File: src/rtl/mem_access_stage.sv
// MEM stage: zero-latency pass-through for ALU ops; loads/stores run a req/ack memory transaction (>=3 cycles).
// Backpressure: o_stall freezes upstream while a memory op is in flight; optional abort under MEM_STAGE_TIMEOUT_EN.
module mem_access_stage #(
  parameter int DATA_W         = 32,
  parameter int TIMEOUT_CYCLES = 255
) (
  input  logic              clk,
  input  logic              rst_n,
  input  logic              i_valid,
  input  logic              i_mem_rd,
  input  logic              i_mem_wr,
  input  logic [DATA_W-1:0] i_alu_result,
  input  logic [DATA_W-1:0] i_store_data,
  input  logic              i_WE,
  input  logic [DATA_W-1:0] i_WB_Dir,
  output logic              o_stall,
  output logic              o_WE_MEM_WB,
  output logic [DATA_W-1:0] o_WB_Data,
  output logic [DATA_W-1:0] o_WB_Dir,
  output logic              o_dmem_req,
  output logic              o_dmem_we,
  output logic [DATA_W-1:0] o_dmem_addr,
  output logic [DATA_W-1:0] o_dmem_wdata,
  input  logic              i_dmem_ack,
  input  logic [DATA_W-1:0] i_dmem_rdata,
  output logic              o_timeout
);

  typedef enum logic [1:0] {
    IDLE = 2'd0,
    BUSY = 2'd1,
    DONE = 2'd2
  } state_t;

  state_t            r_state;
  state_t            w_next_state;
  logic              r_dmem_req;
  logic              r_dmem_we;
  logic [DATA_W-1:0] r_dmem_addr;
  logic [DATA_W-1:0] r_dmem_wdata;
  logic [DATA_W-1:0] r_rdata;
  logic [DATA_W-1:0] r_dir;
  logic              r_we;
  logic              r_is_wr;
  logic              w_start;
  logic              w_ack;
  logic              w_abort;
  logic              w_aborted;

  if (TIMEOUT_CYCLES < 1 || TIMEOUT_CYCLES > 255) begin : g_bad_timeout
    $error("TIMEOUT_CYCLES must be in 1..255");
  end

  assign w_start = (r_state == IDLE) && i_valid && (i_mem_rd || i_mem_wr);
  assign w_ack   = (r_state == BUSY) && i_dmem_ack;

`ifdef MEM_STAGE_TIMEOUT_EN
  localparam logic [7:0] TMO_LAST = 8'(TIMEOUT_CYCLES - 1);

  logic [7:0] r_tmo_cnt;
  logic       r_timeout;

  // Abort on the edge that would bring the count to TIMEOUT_CYCLES; an ack on that edge wins.
  assign w_abort = (r_state == BUSY) && !i_dmem_ack && (r_tmo_cnt == TMO_LAST);

  always_ff @(posedge clk or negedge rst_n) begin
    if (!rst_n) begin
      r_tmo_cnt <= 8'd0;
      r_timeout <= 1'b0;
    end else begin
      if (w_start)
        r_tmo_cnt <= 8'd0;
      else if (r_state == BUSY && !i_dmem_ack)
        r_tmo_cnt <= r_tmo_cnt + 8'd1;
      r_timeout <= w_abort;
    end
  end

  assign w_aborted = r_timeout;
  assign o_timeout = r_timeout;
`else
  assign w_abort   = 1'b0;
  assign w_aborted = 1'b0;
  assign o_timeout = 1'b0;
`endif

  always_ff @(posedge clk or negedge rst_n) begin
    if (!rst_n)
      r_state <= IDLE;
    else
      r_state <= w_next_state;
  end

  always_comb begin
    w_next_state = r_state;
    o_stall      = 1'b0;
    o_WE_MEM_WB  = 1'b0;
    o_WB_Data    = i_alu_result;
    o_WB_Dir     = i_WB_Dir;
    case (r_state)
      IDLE: begin
        if (w_start) begin
          o_stall      = 1'b1;
          w_next_state = BUSY;
        end else if (i_valid) begin
          o_WE_MEM_WB = i_WE;
        end
      end
      BUSY: begin
        o_stall = 1'b1;
        if (w_ack || w_abort)
          w_next_state = DONE;
      end
      DONE: begin
        o_WB_Dir     = r_dir;
        w_next_state = IDLE;
        if (r_is_wr) begin
          o_WB_Data = '0;
        end else begin
          o_WE_MEM_WB = r_we && !w_aborted;
          o_WB_Data   = r_rdata;
        end
      end
      default: w_next_state = IDLE;
    endcase
  end

  // Store wins when rd and wr are both set: the wr flag alone selects the transaction type.
  always_ff @(posedge clk or negedge rst_n) begin
    if (!rst_n) begin
      r_dmem_req   <= 1'b0;
      r_dmem_we    <= 1'b0;
      r_dmem_addr  <= '0;
      r_dmem_wdata <= '0;
      r_rdata      <= '0;
      r_dir        <= '0;
      r_we         <= 1'b0;
      r_is_wr      <= 1'b0;
    end else if (w_start) begin
      r_dmem_req   <= 1'b1;
      r_dmem_we    <= i_mem_wr;
      r_dmem_addr  <= i_alu_result;
      r_dmem_wdata <= i_store_data;
      r_is_wr      <= i_mem_wr;
      r_we         <= i_WE;
      r_dir        <= i_WB_Dir;
    end else if (w_ack) begin
      r_rdata    <= i_dmem_rdata;
      r_dmem_req <= 1'b0;
      r_dmem_we  <= 1'b0;
    end else if (w_abort) begin
      r_rdata    <= '0;
      r_dmem_req <= 1'b0;
      r_dmem_we  <= 1'b0;
    end
  end

  assign o_dmem_req   = r_dmem_req;
  assign o_dmem_we    = r_dmem_we;
  assign o_dmem_addr  = r_dmem_addr;
  assign o_dmem_wdata = r_dmem_wdata;

endmodule

File: config.mk
export PLATFORM = sky130hd
export DESIGN_NAME = mem_access_stage
export DESIGN_NICKNAME = d
export VERILOG_FILES = /design/src/rtl/mem_access_stage.sv
export SDC_FILE = /design/constraint.sdc
export NUM_CORES = 1
export LEC_CHECK = 0
export ABC_AREA = 1
export BUFFER_PORTS_ARGS = -buffer_cell sky130_fd_sc_hd__buf_2
export CORE_UTILIZATION = 43
export DETAILED_ROUTE_END_ITERATION = 12
export PLACE_DENSITY = 0.75
export SYNTH_ARGS = -nofsm -noshare
export SYNTH_HDL_FRONTEND = slang
export SYNTH_SLANG_ARGS = --single-unit
File: constraint.sdc
create_clock -name clk -period 1.3 [get_ports clk]
set_input_delay 0.26 -clock clk [delete_from_list [all_inputs] [get_ports clk]]
set_output_delay 0.26 -clock clk [all_outputs]
set_load 0.005 [all_outputs]
==> impl_metrics.py, run 1 <==
metrics = {
    "synthesis": {
        "synth_compound_area_frac": 0.00170,
        "synth_top_family_by_area": "simple AND/OR/NAND/NOR gates",
        "syn_avg_cell_area_um2": 7.50,
        "synth-seq-area-share": 0.571,
        "synth_seq_cells": 134,
        "yosys_warnings": 0,
        "synth_xor_area_frac": 0,
        "syn-cell-area_mm2": 0.00587,
        "synthSimpleGateAreaFrac": 0.386,
        "synthMuxAreaShare": 0,
        "synth_fa_ha_area_frac": 0,
        "synth_nets": 918,
        "synth_cell_type_count": 13,
        "synthCells": 783,
    },
    "floorplan": {
        "core_area_mm2": 0.0133,
        "die_height_um": 119,
        "die_w_um": 119,
        "top_level_ports": 268,
        "die_area_mm2": 0.0141,
        "std_cell_rows": 42,
        "start_util": 0.442,
    },
    "outcome": {
        "status": "finished, violations left",
        "violations": "negative setup slack",
    },
    "sta": {
        "skew_ns": 0.00639,
        "rsz0062_at_grt": "true",
        "holdWs_ns": 0.0375,
        "hold_violations": 0,
        "fin_crit_sh": 1.41,
        "drv_slew": 0,
        "fin_ws_ns": -0.530,
        "max_freq_mhz": 546,
        "setup_tns_ns": -59.85,
        "layout_min_cycle_time_ns": 1.83,
        "setup_viol": 167,
    },
    "setup_path": {
        "required_ns": 1.04,
        "endpoint_kind": "primary output",
        "r2r_setup_slack_ns": -0.34,
        "crit_type": "flop to primary output",
        "crit_fanout": 6,
        "worstSetupStartpointType": "flop",
        "crit_arrival_ns": 1.57,
    },
    "placement": {
        "dpl.hpwl_um": 11500,
        "place.gp.congestion": 0.831,
        "place_area_mm2": 0.00758,
        "portBuffers": 266,
        "dp.cells": 1210,
        "pre_cts_ws_ns": -0.128,
    },
    "global_routing": {
        "antenna_found_initial": 1,
        "grt_max_degree": 49,
        "grt_use_total": 0.256,
        "grt_pass1_wl_um": 27800,
        "grt_overflow_total": 0,
        "first_global_vias": 5603,
    },
    "cells_and_area": {
        "syn2layout_area_growth_pct": 53.1,
        "fin_nets": 1225,
        "multi_input_area_mm2": 0.00243,
        "fill_cells": 1110,
        "seq_area_mm2": 0.00335,
        "layout_common_cells": "nand2_1 (566), buf_2 (263), dfrtp_1 (134)",
        "fin_cells": 1278,
        "design_area_mm2": 0.00899,
        "final_layout_size_suffix_gt1_frac": 0.352,
        "final_common_cell": "nand2_1",
    },
    "clock_network": {
        "root_buffer": "clkbuf_16",
        "cts.sinks": 134,
        "cts_tree": "done",
        "clock_path_buffers": 2,
        "clk_latency_ns": 0.41,
        "clk_pin_slew_ns": 0.06,
        "htreeDepth": 4,
        "cts_made_buffers": 17,
    },
    "power": {
        "p_leak_nw": 5.35,
        "peakVddDrop_v": 0.00102,
        "power_density_mw_per_mm2": 1770,
    },
    "routing": {
        "firstDrtPassIters": 5,
        "post-route-drc-count": 0,
        "first_iter_violations": 376,
        "drt-vias-per-instance": 4.78,
        "wl_um": 19400,
        "num_vias": 6115,
        "routedWlPerCell_um": 15.2,
        "final_antenna_net_count": 0,
    },
    "flow_run": {
        "maxCapViolations": 0,
    },
    "hold_path": {
        "hold_class": "input pin to flop",
    },
}
==> final cells by class <==
type	instances	area share
sequential	134	0.373
multi-input combinational	602	0.270
timing repair buffer	329	0.267
clock buffer	26	0.0544
tap	176	0.0245
clock inverter	4	0.00780
inverter	6	0.00278
antenna	1	0.000278
==> kinds of logic after synthesis <==
logic type | after synthesis
and+or+nand+nor | 599
DFF | 134
buffers and inverters | 47
AOI/OAI and AO/OA | 2
other | 1
==> per-layer routing <==
metal / global-route usage / vias to the layer above / part of all wire
li1: - / 2970 / -
met1: 0.310 / 2825 / 0.39
met2: 0.440 / 280 / 0.50
met3: 0.0599 / 40 / 0.077
met4: 0.104 / 0 / 0.030
met5: 0 / - / 0
==> worst max-delay path: stages, from the launching register on <==
cell	delay, ns
dfrtp_1	0.39
inv_2	0.07
nand2_4	0.07
nor2_4	0.11
buf_12	0.15
buf_12	0.15
nand2_2	0.06
nand2_2	0.07
buf_2	0.10
==> final timing paths <==
kind | from | end | cells after the start
setup / recovery | r_state[0]$_DFFE_PN0P_ | o_WB_Data[24] | 8
hold / removal | i_dmem_rdata[26] | r_rdata[26]$_DFFE_PN0P_ | 3
setup reg to reg | r_state[1]$_DFFE_PN0P_ | r_dir[23]$_DFFE_PN0P_ | 10
hold reg to reg | o_dmem_wdata[17]$_DFFE_PN0P_ | o_dmem_wdata[17]$_DFFE_PN0P_ | 2
max in group asynchronous | rst_n | o_dmem_addr[30]$_DFFE_PN0P_ | 3
min in group asynchronous | rst_n | r_rdata[30]$_DFFE_PN0P_ | 2
==> power by group <==
group          leakage (nW)  switching, W  total, W  internal, W
Clock                 0.274       0.00162   0.00457      0.00295
Combinational          3.42       0.00250   0.00481      0.00231
Sequential             1.66      0.000870   0.00653      0.00566
==> Yosys cell counts <==
| library cell | count | area [um^2] |
|---|---|---|
| nand2_1 | 593 | 2230 |
| dfrtp_1 | 134 | 3350 |
| buf_2 | 29 | 145 |
| clkbuf_1 | 8 | 30.0 |
| inv_1 | 4 | 15.0 |
| buf_6 | 3 | 33.8 |
| inv_2 | 2 | 7.51 |
| nand3_1 | 2 | 10.0 |
| nor2_1 | 2 | 7.51 |
| nor2_4 | 2 | 22.5 |
| o21ai_0 | 2 | 10.0 |
| buf_4 | 1 | 7.51 |
| conb_1 | 1 | 3.75 |
==> sequential cells by signal (all words and copies together), names as in the netlist <==
name,cells
o_dmem_wdata,32
o_dmem_req,1
r_is_wr,1
r_rdata,32
r_state,2
r_we,1
o_dmem_addr,32
r_dir,32
o_dmem_we,1
==> through the flow <==
step / total power [W] / utilization
after floorplan: 0.00839 / -
after global placement: 0.0103 / 0.570
after detailed placement: 0.0104 / 0.570
after CTS: 0.0154 / 0.632
after global routing: 0.0169 / 0.676
final: 0.0159 / 0.676
==> what timing repair did <==
| action | CTS | global route |
|---|---|---|
| gates cloned | 6 | 14 |
| pin swaps | 1 | 11 |
| hold buffers | 1 | 0 |
| resized for setup | 4 | 63 |
| setup endpoints to repair | 165 | 182 |
| endpoints found under the hold margin | 25 | 0 |
| setup buffers | 7 | 12 |
Note: power is estimated with default switching activity, not from simulation.
==> inputs of run 2 (changes only) <==
- CORE_UTILIZATION: 43 -> 47
- PLACE_DENSITY: 0.75 -> 0.78
- SKIP_CTS_REPAIR_TIMING: not set -> 1
- TNS_END_PERCENT: not set -> 10
- clock period: 1.3 -> 2.1 ns (I/O delays scaled with it)
==> run 2 against run 1 <==
Against the previous run:
- first-iteration DRC count shrank 1.1%
- sequential power shrank 39%
- setup slack gained 0.58 ns
- non-clock buffer count decreased by 49
- hold slack better by 0.16 ns
- die area fell by 8.4%
- clock-buffer cell count down 1
- largest cell class unchanged
- total power decreased by 42%
- register-to-register slack gained 0.87 ns
- the run now ends clean
- critical path type unchanged
- via count is 6.0% lower
- clock skew down 0.00068 ns
==> impl_metrics.py, run 2 (synthesized netlist as in run 1, its figures left out) <==
metrics = {
    "sta": {
        "setup_viol": 0,
        "rsz0062_at_grt": "true",
        "drv_slew": 0,
        "layout_min_cycle_time_ns": 2.05,
        "fin_crit_sh": 0.977,
        "slew_headroom": 0.626,
        "worstMarginPinSlew_ns": 0.561,
        "hold_violations": 0,
        "max_freq_mhz": 487,
        "skew_ns": 0.00571,
    },
    "floorplan": {
        "die_height_um": 114,
        "std_cell_rows": 40,
        "top_level_ports": 268,
        "start_util": 0.485,
        "die_w_um": 114,
        "core_area_mm2": 0.0121,
        "die_area_mm2": 0.0129,
    },
    "cells_and_area": {
        "final_util": 0.658,
        "fill_cells": 1095,
        "fin_cells": 1219,
        "fin_nets": 1176,
        "layout_common_cells": "nand2_1 (592), buf_2 (265), dfrtp_1 (134)",
        "insertedDiodeCount": 0,
        "final_layout_size_suffix_gt1_frac": 0.296,
        "final_common_cell": "nand2_1",
        "design_area_mm2": 0.00797,
        "syn2layout_area_growth_pct": 35.7,
    },
    "clock_network": {
        "cts.sinks": 134,
        "clock_path_buffers": 2,
        "clk_latency_ns": 0.41,
        "root_buffer": "clkbuf_16",
        "htreeDepth": 4,
        "cts_made_buffers": 17,
        "cts_tree": "done",
        "clk_pin_slew_ns": 0.05,
    },
    "setup_path": {
        "required_ns": 1.68,
        "crit_fanout": 33,
        "crit_type": "flop to primary output",
        "worstSetupStartpointType": "flop",
        "reg2reg_depth": 6,
        "reg2reg_from": "r_state[0]$_DFFE_PN0P_",
        "endpoint_kind": "primary output",
        "r2r_setup_slack_ns": 0.53,
        "r2r_end": "r_is_wr$_DFFE_PN0P_",
        "crit_arrival_ns": 1.63,
    },
    "hold_path": {
        "whs_path_depth": 3,
        "holdPathEnd": "r_rdata[5]$_DFFE_PN0P_",
        "hold_class": "input pin to flop",
        "hp-start": "i_dmem_rdata[5]",
    },
    "routing": {
        "routedWlPerCell_um": 13.2,
        "final_antenna_net_count": 0,
        "first_iter_violations": 372,
        "firstDrtPassIters": 5,
        "post-route-drc-count": 0,
        "wl_um": 16100,
        "num_vias": 5750,
        "drt-vias-per-instance": 4.72,
    },
    "outcome": {
        "status": "completed",
    },
    "global_routing": {
        "antenna_found_initial": 0,
        "first_global_vias": 5198,
        "grt_use_total": 0.252,
        "grt_pass1_wl_um": 25100,
        "grt_max_degree": 80,
        "grt_overflow_total": 0,
    },
    "placement": {
        "portBuffers": 266,
        "dp.cells": 1189,
        "place.gp.congestion": 0.795,
        "place_area_mm2": 0.00738,
        "dpl.hpwl_um": 11200,
    },
    "flow_run": {
        "maxCapViolations": 0,
    },
    "power": {
        "peakVddDrop_v": 0.000604,
        "power_density_mw_per_mm2": 1150,
        "p_leak_nw": 4.85,
    },
}
run 2: cell type report:
class | instances | area (um^2) | share of cell area
clock inverters | 4 | 70.1 | 0.00879
flip-flops and latches | 134 | 3350 | 0.421
clock buffers | 25 | 495 | 0.0622
well taps | 168 | 210 | 0.0264
multi-input cells | 602 | 2300 | 0.288
inverters | 6 | 22.5 | 0.00283
repair buffers | 280 | 1520 | 0.191
run 2: layer usage:
metal  track usage  up-vias  wire length (um)
met4         0.103        0               417
li1              -     2852                 -
met5             0        -                 0
met2         0.421      232              7930
met1         0.310     2634              6580
met3        0.0680       32              1180
run 2: report_power, final:
group          leakage [nW]  switching (W)  internal, W
combinational          2.91        0.00134      0.00101
clock                 0.279       0.000994      0.00185
sequential             1.66       0.000494      0.00350
total                  4.85        0.00283      0.00636
run 2: critical path, stage by stage (launching register included):
cell	delay [ns]
dfrtp_1	0.39
inv_2	0.05
nand2_2	0.09
buf_4	0.34
nand2_1	0.11
nand2_1	0.12
buf_2	0.12
run 2: worst max path at each step:
stage | cells past startpoint | slack [ns] | to | start
after CTS | 7 | -0.01 | o_WB_Data[7] | r_state[0]$_DFFE_PN0P_
after global placement | 7 | 0.48 | o_WB_Data[22] | r_state[0]$_DFFE_PN0P_
after global routing | 6 | -0.05 | o_WB_Dir[2] | r_state[0]$_DFFE_PN0P_
final | 6 | 0.05 | o_WB_Dir[2] | r_state[0]$_DFFE_PN0P_
after detailed placement | 7 | 0.45 | o_WE_MEM_WB | r_state[0]$_DFFE_PN0P_
after floorplan | 6 | 0.59 | o_stall | i_mem_wr
run 2: per-stage QoR:
step | setup WS [ns] | hold slack, ns | setup TNS, ns | total power, W
4_1_cts | -0.00989 | -0.0501 | -0.0199 | 0.00925
5_1_grt | -0.0522 | 0.191 | -0.249 | 0.00979
3_5_place_dp | 0.446 | 0.388 | 0 | 0.00638
6_report | 0.0486 | 0.201 | 0 | 0.00918
2_1_floorplan | 0.587 | 0.124 | 0 | 0.00519
3_3_place_gp | 0.481 | 0.387 | 0 | 0.00629
